<file path="src/rtl/hyperram_pkg.sv">
// hyperram_pkg: shared state encoding and default timing for the HyperRAM CK/CS sequencer
package hyperram_pkg;

   typedef enum logic [2:0] {
      ST_IDLE,
      ST_SETUP,
      ST_RUN,
      ST_HOLD,
      ST_RECOVER
   } seq_state_e;

   localparam int HR_CSS_CYCLES = 2;
   localparam int HR_CSH_CYCLES = 1;
   localparam int HR_RWR_CYCLES = 6;
   localparam int HR_CNT_W      = 12;

endpackage

</file>
<file path="src/rtl/hyperram_ck_sequencer.sv">
// hyperram_ck_sequencer: frames each HyperRAM transaction with CS#, tCSS, gated CK, tCSH and tRWR
// Ports:
//   clk, rst_n            clock, asynchronous active-low reset
//   req_valid/req_ready   transaction handshake, req_len = CK cycles to generate
//   abort                 end the CK burst early (honoured in SETUP/RUN only)
//   ck_en, cs_n           clock-gate enable and chip select to the pads
//   busy, done            not idle; one-cycle pulse as CS# deasserts
module hyperram_ck_sequencer
   import hyperram_pkg::*;
#(
   parameter int CSS_CYCLES = HR_CSS_CYCLES,
   parameter int CSH_CYCLES = HR_CSH_CYCLES,
   parameter int RWR_CYCLES = HR_RWR_CYCLES,
   parameter int CNT_W      = HR_CNT_W
) (
   input  logic             clk,
   input  logic             rst_n,
   input  logic             req_valid,
   output logic             req_ready,
   input  logic [CNT_W-1:0] req_len,
   input  logic             abort,
   output logic             ck_en,
   output logic             cs_n,
   output logic             busy,
   output logic             done
);

   localparam logic [CNT_W-1:0] CSS_LOAD = CNT_W'(CSS_CYCLES - 1);
   localparam logic [CNT_W-1:0] CSH_LOAD = CNT_W'(CSH_CYCLES - 1);
   localparam logic [CNT_W-1:0] RWR_LOAD = CNT_W'(RWR_CYCLES - 1);

   seq_state_e       state, state_nx;
   logic [CNT_W-1:0] cnt, cnt_nx, len_q;
   logic             ck_en_nx, cs_n_nx, ready_nx, busy_nx, done_nx;
   logic             accept, cnt_zero;

   assign accept   = req_valid & req_ready;
   assign cnt_zero = cnt == '0;

   always_ff @(posedge clk or negedge rst_n) begin
      if (!rst_n) begin
         state     <= ST_IDLE;
         cnt       <= '0;
         len_q     <= '0;
         ck_en     <= 1'b0;
         cs_n      <= 1'b1;
         req_ready <= 1'b1;
         busy      <= 1'b0;
         done      <= 1'b0;
      end else begin
         state     <= state_nx;
         cnt       <= cnt_nx;
         len_q     <= accept ? req_len : len_q;
         ck_en     <= ck_en_nx;
         cs_n      <= cs_n_nx;
         req_ready <= ready_nx;
         busy      <= busy_nx;
         done      <= done_nx;
      end
   end

   // Every transition reloads the counter, so the default decrement never wraps.
   always_comb begin
      state_nx = state;
      cnt_nx   = cnt - 1'b1;
      case (state)
         ST_IDLE: begin
            state_nx = accept ? ST_SETUP : ST_IDLE;
            cnt_nx   = accept ? CSS_LOAD : cnt;
         end
         ST_SETUP: begin
            if (abort || (cnt_zero && len_q == '0)) begin
               state_nx = ST_HOLD;
               cnt_nx   = CSH_LOAD;
            end else if (cnt_zero) begin
               state_nx = ST_RUN;
               cnt_nx   = len_q - 1'b1;
            end
         end
         ST_RUN: begin
            if (abort || cnt_zero) begin
               state_nx = ST_HOLD;
               cnt_nx   = CSH_LOAD;
            end
         end
         ST_HOLD: begin
            if (cnt_zero) begin
               state_nx = ST_RECOVER;
               cnt_nx   = RWR_LOAD;
            end
         end
         ST_RECOVER: begin
            if (cnt_zero) begin
               state_nx = ST_IDLE;
               cnt_nx   = '0;
            end
         end
         default: begin
            state_nx = ST_IDLE;
            cnt_nx   = '0;
         end
      endcase
   end

   // Outputs are the decode of the next state, registered alongside it.
   always_comb begin
      ck_en_nx = state_nx == ST_RUN;
      cs_n_nx  = state_nx == ST_IDLE || state_nx == ST_RECOVER;
      ready_nx = state_nx == ST_IDLE;
      busy_nx  = state_nx != ST_IDLE;
      done_nx  = state == ST_HOLD && state_nx == ST_RECOVER;
   end

endmodule

</file>
<file path="config.mk">
export PLATFORM = sky130hd
export DESIGN_NAME = hyperram_ck_sequencer
export DESIGN_NICKNAME = d
export VERILOG_FILES = /design/src/rtl/hyperram_pkg.sv /design/src/rtl/hyperram_ck_sequencer.sv
export SDC_FILE = /design/constraint.sdc
export NUM_CORES = 1
export LEC_CHECK = 0
export ABC_CLOCK_PERIOD_IN_PS = 2100
export CAP_MARGIN = 30
export CORE_MARGIN = 1.5
export CORE_UTILIZATION = 28
export CTS_BUF_LIST = sky130_fd_sc_hd__clkbuf_8
export CTS_CLUSTER_SIZE = 28
export DETAILED_ROUTE_END_ITERATION = 12
export PLACE_DENSITY = 0.54
export SYNTH_ARGS = -nofsm -noshare
export SYNTH_HDL_FRONTEND = slang
export SYNTH_SLANG_ARGS = --single-unit
export TNS_END_PERCENT = 20
</file>
<file path="constraint.sdc">
create_clock -name clk -period 2.1 [get_ports clk]
set_clock_uncertainty 0.15 [all_clocks]
set_input_delay 0.21 -clock clk [delete_from_list [all_inputs] [get_ports clk]]
set_output_delay 0.21 -clock clk [all_outputs]
set_load 0.1 [all_outputs]
</file>
==> results of run 1 <==
==> power groups by stage <==
| stage | clock [mW] | combinational [mW] | sequential, mW |
|---|---|---|---|
| final | 0.580 | 1.89 | 1.19 |
| after global routing | 0.626 | 2.08 | 1.24 |
| after CTS | 0.594 | 1.83 | 1.19 |
| after detailed placement | 0 | 1.82 | 1.20 |
| after global placement | 0 | 1.82 | 1.20 |
| after floorplan | 0 | 1.10 | 1.36 |
==> path summary, 6_finish.rpt <==
path,from,slack (ns),cells past startpoint,end
max,cnt[0],0.10,6,cnt[9]
min,rst_n,0.19,2,cnt[2]
max reg2reg,cnt[0],0.10,6,cnt[9]
min reg2reg,len_q[0],0.41,1,len_q[0]
max in group asynchronous,rst_n,1.28,2,cs_n
min in group clk,req_len[0],0.38,2,len_q[0]
==> through the flow <==
step | total power, mW | std cells
finish | 3.66 | 325
global placement | 3.02 | 317
floorplan | 2.46 | 202
CTS | 3.61 | 325
detailed placement | 3.02 | 317
global route | 3.95 | 325
==> flip-flops by register name, summed over array words and instances, names as in the netlist <==
signal,flops
cnt,12
len_q,12
state,3
busy,1
ck_en,1
cs_n,1
done,1
req_ready,1
==> cell usage in the layout (no fill, tap or decap), types with 3 or more instances in the layout <==
master,netlist,layout
o211ai_1,3,3
clkbuf_8,0,5
nor2_1,15,14
nand3_1,6,6
inv_1,9,10
xor2_1,6,6
o21ai_0,11,10
nor4_4,2,3
o21a_1,3,3
a21oi_1,7,7
dfrtp_1,30,30
xnor2_1,4,4
clkdlybuf4s50_1,0,15
nor2b_1,3,3
nor4_1,4,3
ha_1,3,3
nand2b_1,3,3
nand2_1,24,23
a22oi_1,4,4
mux2_2,12,12
buf_4,0,27
nor3_1,13,12
==> per-layer routing <==
layer	vias to the layer above	wire length [um]	global-route usage [%]
met5	-	0	0
met4	0	50	3.96
met3	7	240	3.66
met2	42	2180	20.5
met1	786	2180	18.3
li1	813	-	-
==> synthesized netlist by cell type, types with 3 or more instances <==
cell      instances  area [sq um]
nand2_1          24          90.1
ha_1              3          37.5
clkbuf_1          3          11.3
nand2b_1          3          18.8
mux2_2           12           135
o311ai_0          3          26.3
nor2b_1           3          18.8
nand3_1           6          30.0
nor3_1           13          65.1
dfrtp_1          30           751
xor2_1            6          52.6
a22oi_1           4          30.0
nor4_1            4          25.0
a21oi_1           7          35.0
nor2_1           15          56.3
xnor2_1           4          35.0
o21ai_0          11          55.1
inv_1             9          33.8
o211ai_1          3          22.5
o21a_1            3          22.5
==> cell type report <==
cell class	count	area share, %
tap	80	4.01
timing repair buffer	42	14.1
clock buffer	5	2.76
sequential	32	32.2
clock inverter	3	1.56
inverter	9	1.35
multi-input combinational	154	44.0
==> worst max-delay path, stage by stage, from the launching register on <==
cell and delay (ns):
dfrtp_1 0.38, buf_4 0.15, nor3_1 0.29, nand2b_1 0.13, or3b_2 0.50, a32oi_1 0.21, nand2_1 0.08
==> logic make-up after synthesis <==
group                      share of synthesized area, %
xor gates and xnor gates                           4.54
AOI/OAI and AO/OA                                  16.1
DFF                                                41.6
and+or+nand+nor                                    24.3
buffers and inverters                              3.95
adders and majority gates                          1.94
muxes                                              7.52
==> what timing repair did <==
action	in CTS	in global routing
endpoints found under the setup margin	0	8
resized for setup	0	11
endpoints found under the hold margin	0	0
==> out/qor.yml, run 1 <==
rows: 30
grt_antenna_before_repair: 0
crit_required_ns: 2.12
multi_input_area_sq_um: 1100
io_pins: 21
hold_buffers: 0
pre_cts_slack_ns: 0.0741
cp-start-kind: "register"
drc_errors: 0
vias: 1648
sw_frac_of_total_pct: 43.0
p_seq_share_pct: 32.6
maxCapViolations: 0
grt_setup_unrepaired: "yes"
cts_tree: "done"
final_cell_area_sq_um: 2490
fmax_mhz: 501
finalNetCount: 263
yosysSeqAreaShare_pct: 41.6
portBuffers: 20
yosysUniqueCellTypes: 50
setup_viol: 0
grt_pass1_wl_mm: 7.67
wire_per_inst_um: 14.3
core_sq_um: 6720
synth_seq_cells: 32
cp.arrival_ns: 2.01
synthFlopType: "dfrtp_1"
htree_levels: 2
initial_core_util_pct: 28.7
status: "complete, no violations"
cp-end-kind: "register"
overflow: 0
place_congestion: 0.817
clk-insertion-delay-late_ns: 0.28
first_iter_violations: 113
setup_slack_ns: 0.104
postSynthCellCount: 202
synth_edf_count: 0
fillers: 689
antenna_left: 0
numCtsBuffers: 5
power.switching_mw: 1.58
holdWs_ns: 0.188
worst_pin_slew_ns: 0.509
routed_wl_mm: 4.64
layout-drive-gt1-share_pct: 26.5
regArea_sq_um: 803
hp-class: "in -> async"
min_period_ns: 2.00
postCtsSetupRepairBufs: 0
leakagePower_nw: 1.06
area_delta_synth_final_pct: 29.2
path_class: "reg -> reg"
syn-cell-area_sq_um: 1930
p_int_mw: 2.08
yosysWarnings: 0
grt_pass1_vias: 1584
antenna_cells: 0
postSynth.asyncResetShare_pct: 100
dr.pass1.iters: 4
finalHoldViolCount: 0
hpwl_mm: 3.38
cts.clk_slew.worst_paths_ns: 0.07
grt_usage_pct: 13.3
cts_sinks: 32
die_area_sq_um: 7400
power.density_nw_per_um2: 1470
tns_ns: 0
finalCritPeriodShare_pct: 95.0
utilization_pct: 37.1
relSlewSlack_pct: 66.1
syn_nets: 221
grt_max_degree: 33
die_w_um: 86.0
clk_path_buf_depth: 2
syn_area_per_cell_sq_um: 9.56
clockRootBuffer: "clkbuf_8"
placedInstanceArea_sq_um: 2340
worstPathMaxFanout: 4
combPwrFrac_pct: 51.5
die_h_um: 86.0
irDropWorstVdd_mv: 0.568
final-max-slew-violation-count: 0
avgViaCountPerCell: 5.07
clockPowerShare_pct: 15.8
(Power assumes the default switching activity.)
==> run 2, diff against run 1 <==
--- a/config.mk
+++ b/config.mk
@@ -5,6 +5,7 @@
 export SDC_FILE = /design/constraint.sdc
 export NUM_CORES = 1
 export LEC_CHECK = 0
+export ABC_AREA = 1
 export ABC_CLOCK_PERIOD_IN_PS = 2100
 export CAP_MARGIN = 30
 export CORE_MARGIN = 1.5
==> out/qor.yml, run 2 <==
status: "complete, no violations"
synth_common_cells: "87 x nand2_1, 30 x dfrtp_1, 30 x inv_1"
syn_area_per_cell_sq_um: 7.54
cpMaxStageDelayCell: "dfrtp_1"
setup_slack_ns: 0.177
grt_max_degree: 33
grt_usage_pct: 13.8
p_total_mw: 1.19
crit_chain: "inv_1 -> ha_4 -> nand2_4 -> nor2_8 -> nand2_8 -> nand2_8 -> inv_2 -> o21ai_2 -> nand2_2 -> nand2_1 -> o211ai_1"
yosysSeqAreaShare_pct: 37.9
io_pins: 21
hold_buffers: 0
htree_levels: 2
fillers: 820
final_cell_mix: "87 x nand2_1, 30 x inv_1, 30 x dfrtp_1, 24 x nor2_1, 23 x nand3_1"
synth.most_common_cell: "nand2_1"
die_h_um: 90.0
first_iter_violations: 82
numCtsBuffers: 5
clk_path_buf_depth: 2
vias: 1827
cts_sinks: 32
cts_tree: "done"
wl_met3_um: 188
r2r_end: "cnt[4]"
worst_pin_slew_ns: 0.426
final_common_cell: "nand2_1"
antenna_cells: 0
syn-cell-area_sq_um: 2120
wire_per_inst_um: 12.3
pre_cts_slack_ns: 0.103
r2r-start: "cnt[0]"
placedInstanceArea_sq_um: 2450
finalNetCount: 328
synth_edf_count: 0
synth_seq_cells: 32
crit_start: "cnt[0]"
wl_met2_mm: 2.32
tns_ns: 0
antenna_left: 0
postCtsSetupRepairBufs: 0
fin_cells: 409
grt_pass1_wl_mm: 8.84
synth-simple-area-share_pct: 39.1
synth_top_family_by_area: "simple AND/OR/NAND/NOR gates"
hp-class: "in -> async"
irDropWorstVdd_mv: 0.214
synth_xor_area_share_pct: 5.37
postSynth.asyncResetShare_pct: 100
finalCritPeriodShare_pct: 91.6
path_depth: 11
reg_top3: "cnt x12, len_q x12, state x3"
maxCapViolations: 0
postSynthCellCount: 281
overflow: 0
fmax_mhz: 520
reg2reg_depth: 11
cpLargestDelayFamily: "simple AND/OR/NAND/NOR gates"
crit_required_ns: 2.11
setup_viol: 0
dr.pass1.iters: 4
synthDominantCellAreaShare_pct: 35.4
rows: 31
power.density_nw_per_um2: 464
yosysTopAreaCell: "dfrtp_1"
area_delta_synth_final_pct: 20.5
grt_antenna_before_repair: 0
syn_nets: 300
core_sq_um: 7290
path_class: "reg -> reg"
grt_pass1_vias: 1860
clk-insertion-delay-late_ns: 0.30
synth_mux_area_share_pct: 0
top_layer_used: "met4"
layout-drive-gt1-share_pct: 17.4
critPathMaxStageDelay_ns: 0.41
r2r_setup_slack_ns: 0.18
yosysWarnings: 0
hpwl_mm: 3.89
worstPathMaxFanout: 9
synthAdderAreaFrac_pct: 1.77
wl_met1_mm: 2.38
cp-end-kind: "register"
die_area_sq_um: 8100
initial_core_util_pct: 29.1
synth_area_leaders: "dfrtp_1 35%, nand2_1 15%, nand3_1 5.4%, inv_1 5.3%, nor2_1 4.3%"
holdWs_ns: 0.178
routed_wl_mm: 5.02
cp.arrival_ns: 1.93
leakagePower_nw: 1.19
grt_setup_unrepaired: "no"
cts-resized-gates: 0
synthFlopType: "dfrtp_1"
min_period_ns: 1.92
dp_cells: 401
synth-compound-area-share_pct: 8.56
path_common_cell: "nand2_8"
clockRootBuffer: "clkbuf_8"
cp-start-kind: "register"
place_congestion: 0.842
final_cell_area_sq_um: 2550
cts.clk_slew.worst_paths_ns: 0.08
portBuffers: 20
finalHoldViolCount: 0
path_buf_inv: 2
final-max-slew-violation-count: 0
die_w_um: 90.0
avgViaCountPerCell: 4.47
drc_errors: 0
yosysUniqueCellTypes: 36
utilization_pct: 35.0
relSlewSlack_pct: 71.6
## run 2: kinds of logic (layout without fill, tap and decap cells)
group	count (synthesis)	count (layout)
adder cells (fa/ha/maj)	3	3
AND/OR/NAND/NOR	166	166
flip-flops	32	32
XOR/XNOR	13	13
buffers and inverters	39	68
AO/OA/AOI/OAI	28	28
## run 2: worst max-delay path by stage
stage / to / slack (ns)
floorplan: cnt[2] / 0.29
global placement: cnt[5] / 0.16
detailed placement: cnt[4] / 0.10
CTS: cnt[4] / 0.09
global route: cnt[10] / 0.02
finish: cnt[4] / 0.18
## run 2: final cells by class
class	count	area [sq um]	share of cell area, %
multi-input cells	210	1170	46.0
well taps	99	124	4.85
flip-flops and latches	32	803	31.5
clock buffers	6	82.6	3.23
repair buffers	25	225	8.82
inverters	35	134	5.24
clock inverters	2	10.0	0.392
## run 2: worst register-to-register path: stages, from the launching register on
cell and delay (ns):
dfrtp_1 0.41, inv_1 0.15, ha_4 0.19, nand2_4 0.08
nor2_8 0.16, nand2_8 0.11, nand2_8 0.11, inv_2 0.06
o21ai_2 0.07, nand2_2 0.13, nand2_1 0.09, o211ai_1 0.09
## run 2: metal layers
metal	vias up	GRT usage, %
met5	-	0
met4	0	5.95
met3	11	3.30
met2	39	22.4
met1	834	17.5
li1	943	-
## run 2: power breakdown
part | internal [mW] | total, mW | switching (mW) | leakage, nW
registers | 0.616 | 0.616 | 0 | 0.365
logic | 0.0287 | 0.0534 | 0.0248 | 0.770
clock network | 0.262 | 0.516 | 0.254 | 0.0510
